==> src/rtl/fetch_pkg.sv <==
// Shared constants and the buffered-entry type for the instruction-fetch controller.
package fetch_pkg;

    localparam int               XLEN_DEFAULT       = 32;
    localparam logic [31:0]      RESET_PC_DEFAULT   = 32'h0000_0000;
    localparam int               IMEM_WORDS_DEFAULT = 64;
    localparam int               PC_STEP            = 4;

    typedef struct packed {
        logic [XLEN_DEFAULT-1:0] pc;
        logic [XLEN_DEFAULT-1:0] inst;
    } fetch_entry_t;

endpackage

==> src/rtl/fetch_fifo.sv <==
// Two-entry prefetch buffer of {pc, inst} with push/pop/flush and an occupancy count.
module fetch_fifo
    import fetch_pkg::*;
(
    input  logic         clk,
    input  logic         reset_n,
    input  logic         push,
    input  logic         pop,
    input  logic         flush,
    input  fetch_entry_t wr_entry,
    output fetch_entry_t rd_entry,
    output logic [1:0]   count
);

    fetch_entry_t mem_q [2];
    fetch_entry_t mem_d [2];
    logic         rd_ptr_q, rd_ptr_d;
    logic         wr_ptr_q, wr_ptr_d;
    logic [1:0]   count_q, count_d;
    logic         do_push, do_pop;

    // When full, a pop frees the head slot, which is exactly where wr_ptr points.
    always_comb begin
        mem_d    = mem_q;
        rd_ptr_d = rd_ptr_q;
        wr_ptr_d = wr_ptr_q;
        count_d  = count_q;
        do_pop   = pop & (count_q != 2'd0);
        do_push  = push & ((count_q != 2'd2) | do_pop);

        if (flush) begin
            rd_ptr_d = 1'b0;
            wr_ptr_d = 1'b0;
            count_d  = 2'd0;
        end else begin
            if (do_push) begin
                mem_d[wr_ptr_q] = wr_entry;
                wr_ptr_d        = ~wr_ptr_q;
            end
            if (do_pop) begin
                rd_ptr_d = ~rd_ptr_q;
            end
            case ({do_push, do_pop})
                2'b10:   count_d = count_q + 2'd1;
                2'b01:   count_d = count_q - 2'd1;
                default: count_d = count_q;
            endcase
        end
    end

    always_ff @(posedge clk or negedge reset_n) begin
        if (!reset_n) begin
            mem_q[0] <= '0;
            mem_q[1] <= '0;
            rd_ptr_q <= 1'b0;
            wr_ptr_q <= 1'b0;
            count_q  <= 2'd0;
        end else begin
            mem_q    <= mem_d;
            rd_ptr_q <= rd_ptr_d;
            wr_ptr_q <= wr_ptr_d;
            count_q  <= count_d;
        end
    end

    assign rd_entry = mem_q[rd_ptr_q];
    assign count    = count_q;

endmodule

==> src/rtl/fetch_ctrl.sv <==
// Instruction-fetch controller: PC sequencing, imem addressing and redirect handling.
// Optional out-of-range fetch stop is enabled with `define FETCH_BOUND_CHECK_EN.
module fetch_ctrl
    import fetch_pkg::*;
#(
    parameter int               XLEN       = XLEN_DEFAULT,
    parameter int               IMEM_WORDS = IMEM_WORDS_DEFAULT,
    parameter logic [XLEN-1:0]  RESET_PC   = RESET_PC_DEFAULT
) (
    input  logic            clk,
    input  logic            reset_n,
    output logic [XLEN-1:0] imem_a,
    input  logic [XLEN-1:0] imem_rd,
    input  logic            redirect_valid,
    input  logic [XLEN-1:0] redirect_pc,
    output logic            inst_valid,
    input  logic            inst_ready,
    output logic [XLEN-1:0] inst,
    output logic [XLEN-1:0] inst_pc,
    output logic            fetch_fault
);

    localparam logic [XLEN-1:0] WORD_MASK = ~XLEN'(3);

    if (IMEM_WORDS <= 0 || IMEM_WORDS > (1 << 24)) begin : g_bad_imem_words
        $error("fetch_ctrl: IMEM_WORDS out of supported range");
    end

    logic [XLEN-1:0] pc_q, pc_d;
    logic [1:0]      count;
    logic            pop;
    logic            push;
    logic            has_room;
    fetch_entry_t    wr_entry;
    fetch_entry_t    rd_entry;

    assign pop      = inst_valid & inst_ready;
    assign has_room = (count != 2'd2) | pop;

`ifdef FETCH_BOUND_CHECK_EN
    localparam logic [XLEN-1:0] PC_LIMIT = XLEN'(IMEM_WORDS * PC_STEP);

    logic fault_q, fault_d;
    logic in_range;

    assign in_range    = pc_q < PC_LIMIT;
    assign push        = !redirect_valid & !fault_q & has_room & in_range;
    assign fetch_fault = fault_q;

    // Fault is sticky; only a redirect (or reset) restarts fetching.
    always_comb begin
        fault_d = fault_q;
        if (redirect_valid) begin
            fault_d = 1'b0;
        end else if (!in_range) begin
            fault_d = 1'b1;
        end
    end

    always_ff @(posedge clk or negedge reset_n) begin
        if (!reset_n) begin
            fault_q <= 1'b0;
        end else begin
            fault_q <= fault_d;
        end
    end
`else
    assign push        = !redirect_valid & has_room;
    assign fetch_fault = 1'b0;
`endif

    always_comb begin
        pc_d = pc_q;
        if (redirect_valid) begin
            pc_d = redirect_pc & WORD_MASK;
        end else if (push) begin
            pc_d = pc_q + XLEN'(PC_STEP);
        end
    end

    always_ff @(posedge clk or negedge reset_n) begin
        if (!reset_n) begin
            pc_q <= RESET_PC;
        end else begin
            pc_q <= pc_d;
        end
    end

    assign imem_a        = pc_q & WORD_MASK;
    assign wr_entry.pc   = pc_q;
    assign wr_entry.inst = imem_rd;

    // A redirect flushes the buffer, which also discards any same-cycle pop.
    fetch_fifo u_fifo (
        .clk      (clk),
        .reset_n  (reset_n),
        .push     (push),
        .pop      (pop),
        .flush    (redirect_valid),
        .wr_entry (wr_entry),
        .rd_entry (rd_entry),
        .count    (count)
    );

    assign inst_valid = (count != 2'd0);
    assign inst       = rd_entry.inst;
    assign inst_pc    = rd_entry.pc;

endmodule
==> config.mk <==
export PLATFORM = sky130hd
export DESIGN_NAME = fetch_ctrl
export DESIGN_NICKNAME = d
export VERILOG_FILES = /design/src/rtl/fetch_pkg.sv /design/src/rtl/fetch_fifo.sv /design/src/rtl/fetch_ctrl.sv
export SDC_FILE = /design/constraint.sdc
export NUM_CORES = 1
export LEC_CHECK = 0
export ABC_AREA = 1
export CAP_MARGIN = 20
export CORE_ASPECT_RATIO = 1.75
export CORE_MARGIN = 1.5
export CORE_UTILIZATION = 28
export CTS_BUF_LIST = sky130_fd_sc_hd__clkbuf_8
export CTS_CLUSTER_SIZE = 8
export DETAILED_ROUTE_END_ITERATION = 7
export PLACE_DENSITY = 0.47
export SYNTH_ARGS = -nofsm -noshare
export SYNTH_HDL_FRONTEND = slang
export SYNTH_SLANG_ARGS = --single-unit
export TNS_END_PERCENT = 5
==> constraint.sdc <==
create_clock -name clk -period 2.9 [get_ports clk]
set_clock_uncertainty 0.15 [all_clocks]
set_input_delay 0.58 -clock clk [delete_from_list [all_inputs] [get_ports clk]]
set_output_delay 0.58 -clock clk [all_outputs]
set_load 0.005 [all_outputs]
==> metrics.md <==
| Metric | Value |
|---|---|
| Status | finished clean |
| CTS Sinks | 158 |
| YS warnings | 0 |
| Fin crit share | ~94% |
| Max IR drop VDD | 0.292 mV |
| Net Sw Power | 1.91 mW |
| Crit Path Class | reg2out |
| # nets final | 1,234 |
| Setup TNS Final | 0 ns |
| First-pass GRT wire length | 37,400 µm |
| Detailed Routing Iterations Pass 1 | 5 |
| Largest net degree at the start of global routing | 63 |
| Switch share | 30.6% |
| Endpoints failing setup | 0 |
| Worst EP required | between 2 and 2.5 ns |
| Slew Limit Fails | 0 |
| Sequential share of power | 46.0% |
| Synth Area per Inst | 7.64 µm² |
| M3 GR Usage | 3.20% |
| Antenna-violating nets left | 0 |
| Commonest non-fill, non-tap cells in the layout | nand2_1 (457), clkdlybuf4s50_1 (157), dfrtp_1 (157) |
| Combinational power share | 25.6% |
| Clk pwr share | 28.4% |
| Root buffer cell | clkbuf_8 |
| Final core occ | 37.2% |
| CP arrival | 1.98 ns |
| Min Tclk post-route | about 2.7 ns |
| I/O Buffers | about 160 |
| Final cell count without fillers | 1,548 |
| GRT Overall Usage | around 17% |
| Cells after DPL | about 1,500 |
| Met1 usage | 19.3% |
| CTS Buffer Depth | 2 |
| Commonest non-fill, non-tap cell in the layout | nand2_1 |
| RSZ-0062 raised after global routing | no |
| Max Clock Freq | 0.368 GHz |
| CTS tree | yes |
| Synth-to-layout area growth | 30.1% |
| Register area share after synthesis | between 50 and 60% |
| Initial core utilization | between 20 and 30% |
| RD Place Congestion | 0.872 |
| Most Used Layer, Global Route | met2 |
| Die width | 129 µm |
| Mapped Area | 7810 µm² |
| CP endpoint kind | primary output |
| Max-cap violations | 0 |
| Core region area | 27,300 µm² |
| DR vias | 6,788 |
| Register bit total from synthesis | 158 |
| Cell Int Power | ~4.3 mW |
| Worst-Margin Slew | 0.528 ns |
| Final wirelength | 23,300 µm |
| Synthesized instance count | just over 1,000 |
| Power Dens Cells | 614 nW/µm² |
| Vias in the first global route | about 6,800 |
| Max-slew headroom | 64.7% |
| # DRC | 0 |
| Reg clk slew, reported paths | 0.08 ns |
| # IOs | 166 |
| Filler cells | 2,986 |
| Layout cells sized above 1 | 7.05% |
| Initial antenna violation count | 1 |
| Crit start category | flip-flop |
| Die area | a little under 30,000 µm² |
| Post-synth cell types | 30 |
| Worst Hold Class | reg2reg |
| Chip height | approximately 220 µm |
| Grt total ovfl | 0 |
| Clock Latency Late Sink | 0.49 ns |
| M2 GR Usage | 31.3% |
| Post-CTS Setup Repair Bufs | 0 |
| CP max FO | 30 |
| 1st-iter DRT viols | 367 |
| Routed len/inst | 15.1 µm |
| Hpwl dp | 16,600 µm |
| Htree depth | 4 |
| CTS buffer count | 17 |
| Vias per cell | ~4.4 |
| Row count | 80 |
| Static Leak | 4.81 nW |
| Final hold viol count | 0 |
-- worst max-delay path, stage by stage, from the launching register on --
cell             delay, ns
dfrtp_2               0.43
inv_2                 0.09
buf_6                 0.26
nand2_1               0.08
nand2_1               0.11
clkdlybuf4s50_1       0.52
-- cell usage after synthesis --
cell type	n	area share, %
nand2_1	457	22
dfrtp_1	158	51
inv_1	71	3.4
o21ai_1	67	4.3
nor2_1	58	2.8
o21ai_0	52	3.3
nand3_1	40	2.6
clkbuf_1	17	0.82
buf_2	15	0.96
o21ai_2	13	1.5
buf_6	11	1.6
nand2_2	9	0.72
xor2_1	7	0.79
inv_2	6	0.29
a21oi_1	5	0.32
buf_4	5	0.48
o211ai_1	5	0.48
nor3_1	4	0.26
nand2_8	3	0.77
nor2_2	3	0.24
nor2_4	3	0.43
a31oi_1	2	0.16
buf_1	2	0.096
buf_8	2	0.38
o21bai_1	2	0.19
conb_1	1	0.048
ha_1	1	0.16
inv_8	1	0.14
nand2_4	1	0.14
o22ai_1	1	0.080
-- routing by layer --
metal  share of wire (%)  vias to the layer above
li1                    -                     3463
met1                  41                     3142
met2                  53                      150
met3                 3.1                       33
met4                 3.2                        0
met5                   0                        -
-- flip-flops by register name, summed over array words and instances (netlist names) --
name             flops
u_fifo.mem_q       124
pc_q                30
u_fifo.count         2
u_fifo.rd_ptr_q      1
u_fifo.wr_ptr_q      1
-- timing repair --
item,4_1_cts,5_1_grt
hold buffers,1,0
setup endpoints to repair,0,18
gates resized for setup,0,1
endpoints found under the hold margin,48,0
-- metrics by stage --
stage	hold WS [ns]	instance area (µm²)	setup slack (ns)	total power, mW
after floorplan	0.134	7820	1.12	3.66
after global placement	0.316	9730	0.281	4.53
after detailed placement	0.319	9730	0.296	4.55
after CTS	0.340	10200	0.00175	6.37
after global routing	0.355	10200	0.0230	6.68
final	0.337	10200	0.186	6.24
-- layout make-up --
| type | instances | area (µm²) | share of cell area [%] |
|---|---|---|---|
| clock inverter | 15 | 180 | 1.77 |
| multi-input combinational | 738 | 3230 | 31.8 |
| timing repair buffer | 172 | 1790 | 17.7 |
| inverter | 78 | 300 | 2.96 |
| antenna | 1 | 2.50 | 0.0246 |
| tap | 369 | 462 | 4.54 |
| clock buffer | 17 | 234 | 2.30 |
| sequential | 158 | 3960 | 38.9 |
-- logic make-up (layout without fill, tap and decap cells) --
group | after synthesis | count (layout) | synth area share [%]
AOI/OAI and AO/OA | 147 | 147 | 10.3
xor gates and xnor gates | 7 | 7 | 0.785
adders and majority gates | 1 | 1 | 0.160
buffers and inverters | 130 | 282 | 8.17
DFF | 158 | 158 | 50.6
other | 1 | 6 | 0.0480
and+or+nand+nor | 578 | 578 | 29.9
-- power groups by stage --
| stage | logic (mW) | clock network (mW) | registers [mW] |
|---|---|---|---|
| 4_1_cts | 1.65 | 1.86 | 2.87 |
| 6_report | 1.60 | 1.77 | 2.87 |
| 3_3_place_gp | 1.63 | 0 | 2.90 |
| 3_5_place_dp | 1.64 | 0 | 2.91 |
| 2_1_floorplan | 0.811 | 0 | 2.85 |
| 5_1_grt | 1.82 | 1.94 | 2.93 |
-- final timing paths --
path                                   from                to  slack (ns)  cells after the start
hold / removal             u_fifo.mem_q[70]  u_fifo.mem_q[70]        0.34                      2
setup / recovery            u_fifo.rd_ptr_q           inst[8]        0.19                      5
hold reg to reg            u_fifo.mem_q[70]  u_fifo.mem_q[70]        0.34                      2
setup reg to reg                    pc_q[2]          pc_q[28]        0.78                     10
max in group asynchronous           reset_n  u_fifo.mem_q[69]        1.42                      3
min in group asynchronous           reset_n           pc_q[7]        0.46                      2
Note: power is estimated with default switching activity, not from simulation.
